==> src/rtl/hamming_decoder_12_8.sv <==
// Bit-serial Hamming(12,8) SEC decoder: scans one codeword position per clock
// to build the syndrome, fixes a single-bit error and hands the data byte downstream.
module hamming_decoder_12_8 #(
  parameter int CNT_W = 16
) (
  input  logic             clk,
  input  logic             rst,
  input  logic             in_valid,
  output logic             in_ready,
  input  logic [11:0]      codeword_in,
  output logic             out_valid,
  input  logic             out_ready,
  output logic [7:0]       data_out,
  output logic [3:0]       syndrome,
  output logic             err_corrected,
  output logic             err_uncorrectable,
  output logic [CNT_W-1:0] corr_count,
  output logic [CNT_W-1:0] uncorr_count
);

  typedef enum logic [1:0] {
    IDLE,
    SCAN,
    FIX,
    OUT
  } state_t;

  localparam logic [CNT_W-1:0] CNT_ONE = {{(CNT_W-1){1'b0}}, 1'b1};
  localparam logic [CNT_W-1:0] CNT_MAX = {CNT_W{1'b1}};

  state_t      state;
  state_t      state_next;
  logic        accept;
  logic [11:0] cw_reg;
  logic [3:0]  syn;
  logic [3:0]  pos;
  logic [3:0]  pos_idx;
  logic [7:0]  raw_data;
  logic [7:0]  data_flip;
  logic [7:0]  fix_data;
  logic        corr_hit;
  logic        uncorr_hit;

  always_ff @(posedge clk or posedge rst) begin
    if (rst) begin
      state <= IDLE;
    end else begin
      state <= state_next;
    end
  end

  always_comb begin
    state_next = state;
    in_ready   = 1'b0;
    out_valid  = 1'b0;
    accept     = 1'b0;
    case (state)
      IDLE: begin
        in_ready = 1'b1;
        if (in_valid) begin
          accept     = 1'b1;
          state_next = SCAN;
        end
      end
      SCAN: begin
        if (pos == 4'd12) begin
          state_next = FIX;
        end
      end
      FIX: begin
        state_next = OUT;
      end
      OUT: begin
        out_valid = 1'b1;
        if (out_ready) begin
          state_next = IDLE;
        end
      end
      default: begin
        state_next = IDLE;
      end
    endcase
  end

  assign pos_idx  = pos - 4'd1;
  assign raw_data = {cw_reg[11], cw_reg[10], cw_reg[9], cw_reg[8],
                     cw_reg[6],  cw_reg[5],  cw_reg[4], cw_reg[2]};

  // A syndrome naming a parity position still counts as corrected, but only
  // syndromes that land on a data position change the delivered byte.
  always_comb begin
    data_flip  = 8'h00;
    corr_hit   = 1'b0;
    uncorr_hit = 1'b0;
    if (syn >= 4'd13) begin
      uncorr_hit = 1'b1;
    end else if (syn != 4'd0) begin
      corr_hit = 1'b1;
      case (syn)
        4'd3:    data_flip = 8'h01;
        4'd5:    data_flip = 8'h02;
        4'd6:    data_flip = 8'h04;
        4'd7:    data_flip = 8'h08;
        4'd9:    data_flip = 8'h10;
        4'd10:   data_flip = 8'h20;
        4'd11:   data_flip = 8'h40;
        4'd12:   data_flip = 8'h80;
        default: data_flip = 8'h00;
      endcase
    end
  end

  assign fix_data = raw_data ^ data_flip;

  always_ff @(posedge clk or posedge rst) begin
    if (rst) begin
      cw_reg <= 12'h000;
      syn    <= 4'd0;
      pos    <= 4'd0;
    end else if (accept) begin
      cw_reg <= codeword_in;
      syn    <= 4'd0;
      pos    <= 4'd1;
    end else if (state == SCAN) begin
      if (cw_reg[pos_idx]) begin
        syn <= syn ^ pos;
      end
      pos <= pos + 4'd1;
    end
  end

  // Results are captured only in FIX so they stay put through OUT and beyond.
  always_ff @(posedge clk or posedge rst) begin
    if (rst) begin
      data_out          <= 8'h00;
      syndrome          <= 4'd0;
      err_corrected     <= 1'b0;
      err_uncorrectable <= 1'b0;
      corr_count        <= '0;
      uncorr_count      <= '0;
    end else if (state == FIX) begin
      data_out          <= fix_data;
      syndrome          <= syn;
      err_corrected     <= corr_hit;
      err_uncorrectable <= uncorr_hit;
      if (corr_hit && (corr_count != CNT_MAX)) begin
        corr_count <= corr_count + CNT_ONE;
      end
      if (uncorr_hit && (uncorr_count != CNT_MAX)) begin
        uncorr_count <= uncorr_count + CNT_ONE;
      end
    end
  end

endmodule

==> config.mk <==
export PLATFORM = sky130hd
export DESIGN_NAME = hamming_decoder_12_8
export DESIGN_NICKNAME = d
export VERILOG_FILES = /design/src/rtl/hamming_decoder_12_8.sv
export SDC_FILE = /design/constraint.sdc
export NUM_CORES = 1
export LEC_CHECK = 0
export BUFFER_PORTS_ARGS = -buffer_cell sky130_fd_sc_hd__buf_4
export CAP_MARGIN = 10
export CORE_MARGIN = 2
export CORE_UTILIZATION = 55
export DETAILED_ROUTE_END_ITERATION = 8
export GPL_ROUTABILITY_DRIVEN = 0
export PLACE_DENSITY = 0.79
export SLEW_MARGIN = 0
export SYNTH_ARGS = -nofsm -noshare
export SYNTH_HDL_FRONTEND = slang
export SYNTH_SLANG_ARGS = --single-unit
==> constraint.sdc <==
create_clock -name clk -period 2.7 [get_ports clk]
set_input_delay 0 -clock clk [delete_from_list [all_inputs] [get_ports clk]]
set_output_delay 0 -clock clk [all_outputs]
set_load 0.02 [all_outputs]
; ---- After elaboration in Yosys (flattened, before gate mapping)
; Memories as Yosys holds them, arrays and structs flattened.
; Index checks and enable logic that the tools add are counted.
[classes]
n_addsub = 4
magnitude_cmp = 2
n_eq_ne = 9
mux = 20
bitwise = 2
n_reduce_logical = 10
[op_table]
columns = op, n
row1 = 16-bit by 1-bit adder with 16-bit output (second input constant), 2
row2 = 16-bit != test (second input constant), 2
row3 = 4-bit 2-to-1 mux, 5
row4 = 8-bit 2-to-1 mux, 2
row5 = 1-bit 2-to-1 mux, 8
row6 = 2-bit case mux with 4 select lines, 1
row7 = 8-bit XOR, 1
row8 = 2-bit 2-to-1 mux, 3
row9 = 2-bit != test (second input constant), 3
row10 = 2-bit AND reduction, 3
row11 = 4-bit by 5-bit < comparator with 1-bit output (second input constant), 1
row12 = 4-bit by 1-bit adder with 4-bit output (second input constant), 1
row13 = 1-bit binary-select mux with 4-bit select, 1
row14 = 2-bit equality test (second input constant), 2
row15 = 4-bit equality test (second input constant), 1
row16 = 4-bit >= comparator (second input constant), 1
row17 = 2-bit nonzero test, 2
row18 = 4-bit nonzero test, 1
row19 = 4-bit by 1-bit subtractor with 4-bit output (second input constant), 1
row20 = 4-bit XOR, 1
row21 = 3-bit AND reduction, 1
row22 = 2-bit by 1-bit equality test with 1-bit output (second input constant), 1
row23 = 1-bit logical AND, 2
row24 = 2-bit zero test, 1
[totals]
ff_bits = 68
mem_bits_ro = 128
in_bits = 16
out_inout_bits = 48
wordCells = 58
n_memories = 1
[mem_list]
columns = name, words, word_bits, rd, rd_clocked_by_memory_dff, write_ports, line
row1 = (no name shown), 16, 8, 1, 0, 0, 99  ; case (syn)

; ---- Logic depth before layout (Yosys ltp)
[logic_depth]
word_depth = 6
depth_mapped = 9

; ---- Worst setup path after synthesis
; OpenSTA, ideal clock, no wires.
[synth_path]
path_type = register -> register
start = register pos[0]
end = register syn[0]
setup_time_ps = 136
t_arrival_ps = 2208
t_required_ps = 2564
setup_slack_ps = 355
stages_incl_launch_ff = 10
n_path_buf = 2
path_cell_list = dfrtp_1 -> clkbuf_1 -> inv_1 -> ha_1 -> buf_6 -> mux4_2 -> mux2_4 -> a32oi_2 -> or3_1 -> a21oi_1
[synth_via]
elab_chain_len = 5
[synth_rtl]
columns = element, line
row1 = start: declaration, 36  ; logic [3:0] pos;
row2 = start signal: assignment, 128  ; pos <= pos + 4'd1;
row3 = 4-bit by 1-bit subtractor with 4-bit output, 85  ; assign pos_idx = pos - 4'd1;
row4 = 1-bit binary-select mux with 4-bit select, 125  ; if (cw_reg[pos_idx]) begin
row5 = 1-bit 2-to-1 mux (not written as such), 125
row6 = 2-bit nonzero test (no source line), --
row7 = 2-bit AND reduction (no source line), --
row8 = end signal: assignment, 126  ; syn <= syn ^ pos;
row9 = end: declaration, 35  ; logic [3:0] syn;
; Parallel ways exist; a longest one is shown, timed or not. The select of a mux whose other input is x is not followed.
; A chain may end at the register's enable or synchronous reset.

; ---- Worst setup path after layout
; Same ends and word-level chain as after synthesis.

==> reports/results.txt <==
Reg2reg end: syn[0]$_DFFE_PP0P_
Core ar.: 5890 µm²
Hold Buf Count CTS: 13
Worst hold path class: in2reg
CTS Sinks: 68
Crit. End Element: flop
I/O pins: 64
Mapped Avg Cell Area: 10.2 µm²
R2R Path Start: pos[0]$_DFFE_PP0P_
Reg2reg setup slack: 0.27 ns
Starting density of the core: 0.569
CTS max path bufs: 2
Area Growth Syn to Fin: 24.5%
Post-synthesis register bit count: 68
Gr ovfl total: 0
First-pass GRT wire length: 11.5 mm
Slowest CP cell: mux4_2
H-tree lvl count: 3
DIE WIDTH: 82.0 µm
Drt initial violations: 88
Fin crit share: 0.899
Worst Skew: 0.0112 ns
Share of layout cells above drive strength 1: 0.223
Crit path max-delay family: multiplexers
Pins Over Slew Limit: 0
Hpwl dp: 4.85 mm
Port Buffers: 63
Worst VDD drop: 0.634 mV
Outcome: finished clean
Worst-path fanout max: 9
Count of final hold-check violations: 0
Clock Pin Slew Worst Setup and Hold Paths: 0.07 ns
Setup TNS: 0 ns
Rel. slew slack: 0.525
Detailed-route vias per instance: 5.38
Final setup fails: 0
# rows: 28
Critical Path Source: pos[0]$_DFFE_PP0P_
Synthesized area: 3350 µm²
Power per cell area: 955 nW/µm²
WL/cell: 14.3 µm
Buffers & Inverters on Critical Path: 1
DRC errors left: 0
Worst endpoint required time: 2.91 ns
Tot GR Track Use: 0.225
Max Clock Freq: 0.412 GHz
Crit-path cells: inv_1 > ha_1 > mux4_2 > mux2_4 > a32oi_2 > or3_1 > a21oi_1
Hold slack: 0.135 ns
CTS tree: built
Critical Path Sink: syn[0]$_DFFE_PP0P_
RSZ-0062 raised after global routing: no
Syn Nets: 353
FF-to-FF path depth: 7
Largest net degree at the start of global routing: 36
Minimum clock period after layout: 2.43 ns
Total of max-cap violations: 0
Post_cts resized: 0
Die footprint: 6730 µm²
LEAKAGE: 2.00 nW
Die H: 82.0 µm
Setup bufs post-CTS: 0
Root Driver: clkbuf_8
Antenna cells: 0
Remaining antenna violation count after routing: 0
Crit path arrival time: 2.63 ns
Initial antenna violation count: 0
Slew @ Worst Pin: 0.711 ns
Final WL: 6.92 mm
Vias in the first global route: 2437
Final #Nets: 428
Via count: 2598
Unique masters post-synth: 43
Router iterations before antenna repair: 4
Gate Count Post-Synth: 328
CP peak stage delay: 0.52 ns
Sequential fraction of the synthesis area: 0.508
Clock latency on the worst-skew pair: 0.34 ns
Cts bufs inserted: 9
Crit Path Class: reg2reg
Syn. warnings: 0
Startpoint types: flop
Crit path depth: 7
power breakdown:
part | internal, W | total, W | switching, W
clock | 0.000357 | 0.000715 | 0.000358
combinational | 0.000748 | 0.00164 | 0.000893
sequential | 0.00131 | 0.00162 | 0.000311
total | 0.00242 | 0.00398 | 0.00156
per-layer routing:
| metal | wire length [µm] | share of wire | global-route usage |
|---|---|---|---|
| met3 | 368 | 0.053 | 0.0429 |
| met4 | 100 | 0.014 | 0.0900 |
| met2 | 3420 | 0.49 | 0.371 |
| met1 | 3030 | 0.44 | 0.291 |
| met5 | 0 | 0 | 0 |
logic make-up after synthesis:
| family | after synthesis | synth area share |
|---|---|---|
| and+or+nand+nor | 142 | 0.203 |
| DFF | 68 | 0.508 |
| xor gates and xnor gates | 41 | 0.107 |
| AOI/OAI and AO/OA | 30 | 0.0669 |
| buffers and inverters | 26 | 0.0344 |
| muxes | 12 | 0.0471 |
| adders and majority gates | 9 | 0.0336 |
synth_stat cells (all sizes together):
library cell / n / area [µm²]
a2111oi: 1 / 8.76
a21oi: 12 / 60.1
a222oi: 1 / 10.0
a32oi: 2 / 25.0
a41oi: 1 / 27.5
and2: 1 / 6.26
and3: 8 / 50.1
and4: 3 / 26.3
buf: 5 / 36.3
clkbuf: 10 / 37.5
dfrtp: 68 / 1700
ha: 9 / 113
inv: 11 / 41.3
mux2: 7 / 82.6
mux2i: 3 / 30.0
mux4: 2 / 45.0
nand2: 59 / 221
nand2b: 5 / 31.3
nand3: 13 / 65.1
nand4: 13 / 81.3
nor2: 23 / 86.3
nor2b: 1 / 6.26
nor3: 8 / 40.0
nor3b: 1 / 7.51
nor4: 1 / 6.26
nor4b: 2 / 23.8
o2111ai: 1 / 8.76
o211ai: 1 / 12.5
o21ai: 8 / 40.0
o21ba: 1 / 10.0
o22ai: 1 / 12.5
o311ai: 1 / 8.76
or3: 3 / 18.8
or4: 1 / 7.51
xnor2: 31 / 272
xor2: 10 / 87.6
how the worst min path moves through the flow:
stage | from | to | slack, ns | cells after the start
CTS | out_ready | state[1]$_DFFE_PP0P_ | 0.11 | 4
floorplan | codeword_in[0] | cw_reg[0]$_DFFE_PP0P_ | 0.11 | 2
detailed placement | rst | uncorr_count[12]$_DFFE_PP0P_ | 0.17 | 2
finish | out_ready | state[1]$_DFFE_PP0P_ | 0.13 | 4
global route | out_ready | state[1]$_DFFE_PP0P_ | 0.17 | 4
global placement | rst | uncorr_count[13]$_DFFE_PP0P_ | 0.16 | 2
final cells by class:
class                      instances  area, µm²
multi-input combinational        234       1530
clock buffer                      14        153
clock inverter                     2       10.0
inverter                          11       41.3
timing repair buffer              79        638
sequential                        68       1700
tap                               75       93.8
fill                             440       1720
worst reg2reg max path: cells and delay by family (launching register included):
family	cells	cell delay, ns
mux	2	0.84
simple gates	1	0.14
buf+inv	1	0.12
fa+ha+maj	1	0.43
compound gates	2	0.29
flops	1	0.50
through the flow:
stage	cells	util	setup slack, ns	instance area, µm²	power, W
global placement	454	0.659	0.346	3880	0.00322
global route	483	0.708	0.126	4170	0.00429
CTS	483	0.708	0.271	4170	0.00400
detailed placement	454	0.659	0.293	3880	0.00326
finish	483	0.708	0.273	4170	0.00398
floorplan	328	-	0.355	3350	0.00279
cells in the final DEF, fill, tap and decap left out, types with 3 or more instances in the layout:
| master | n |
|---|---|
| a21oi_1 | 12 |
| and3_1 | 8 |
| and4_1 | 3 |
| buf_4 | 65 |
| clkbuf_1 | 4 |
| clkbuf_8 | 10 |
| dfrtp_1 | 68 |
| dlygate4sd3_1 | 13 |
| ha_1 | 9 |
| inv_1 | 10 |
| mux2_2 | 4 |
| mux2i_1 | 3 |
| nand2_1 | 59 |
| nand2b_1 | 5 |
| nand3_1 | 13 |
| nand4_1 | 13 |
| nor2_1 | 23 |
| nor3_1 | 8 |
| o21ai_0 | 4 |
| o21ai_1 | 4 |
| or3_1 | 3 |
| xnor2_1 | 31 |
| xor2_1 | 10 |
No activity file was read; power rests on OpenSTA's default activity.
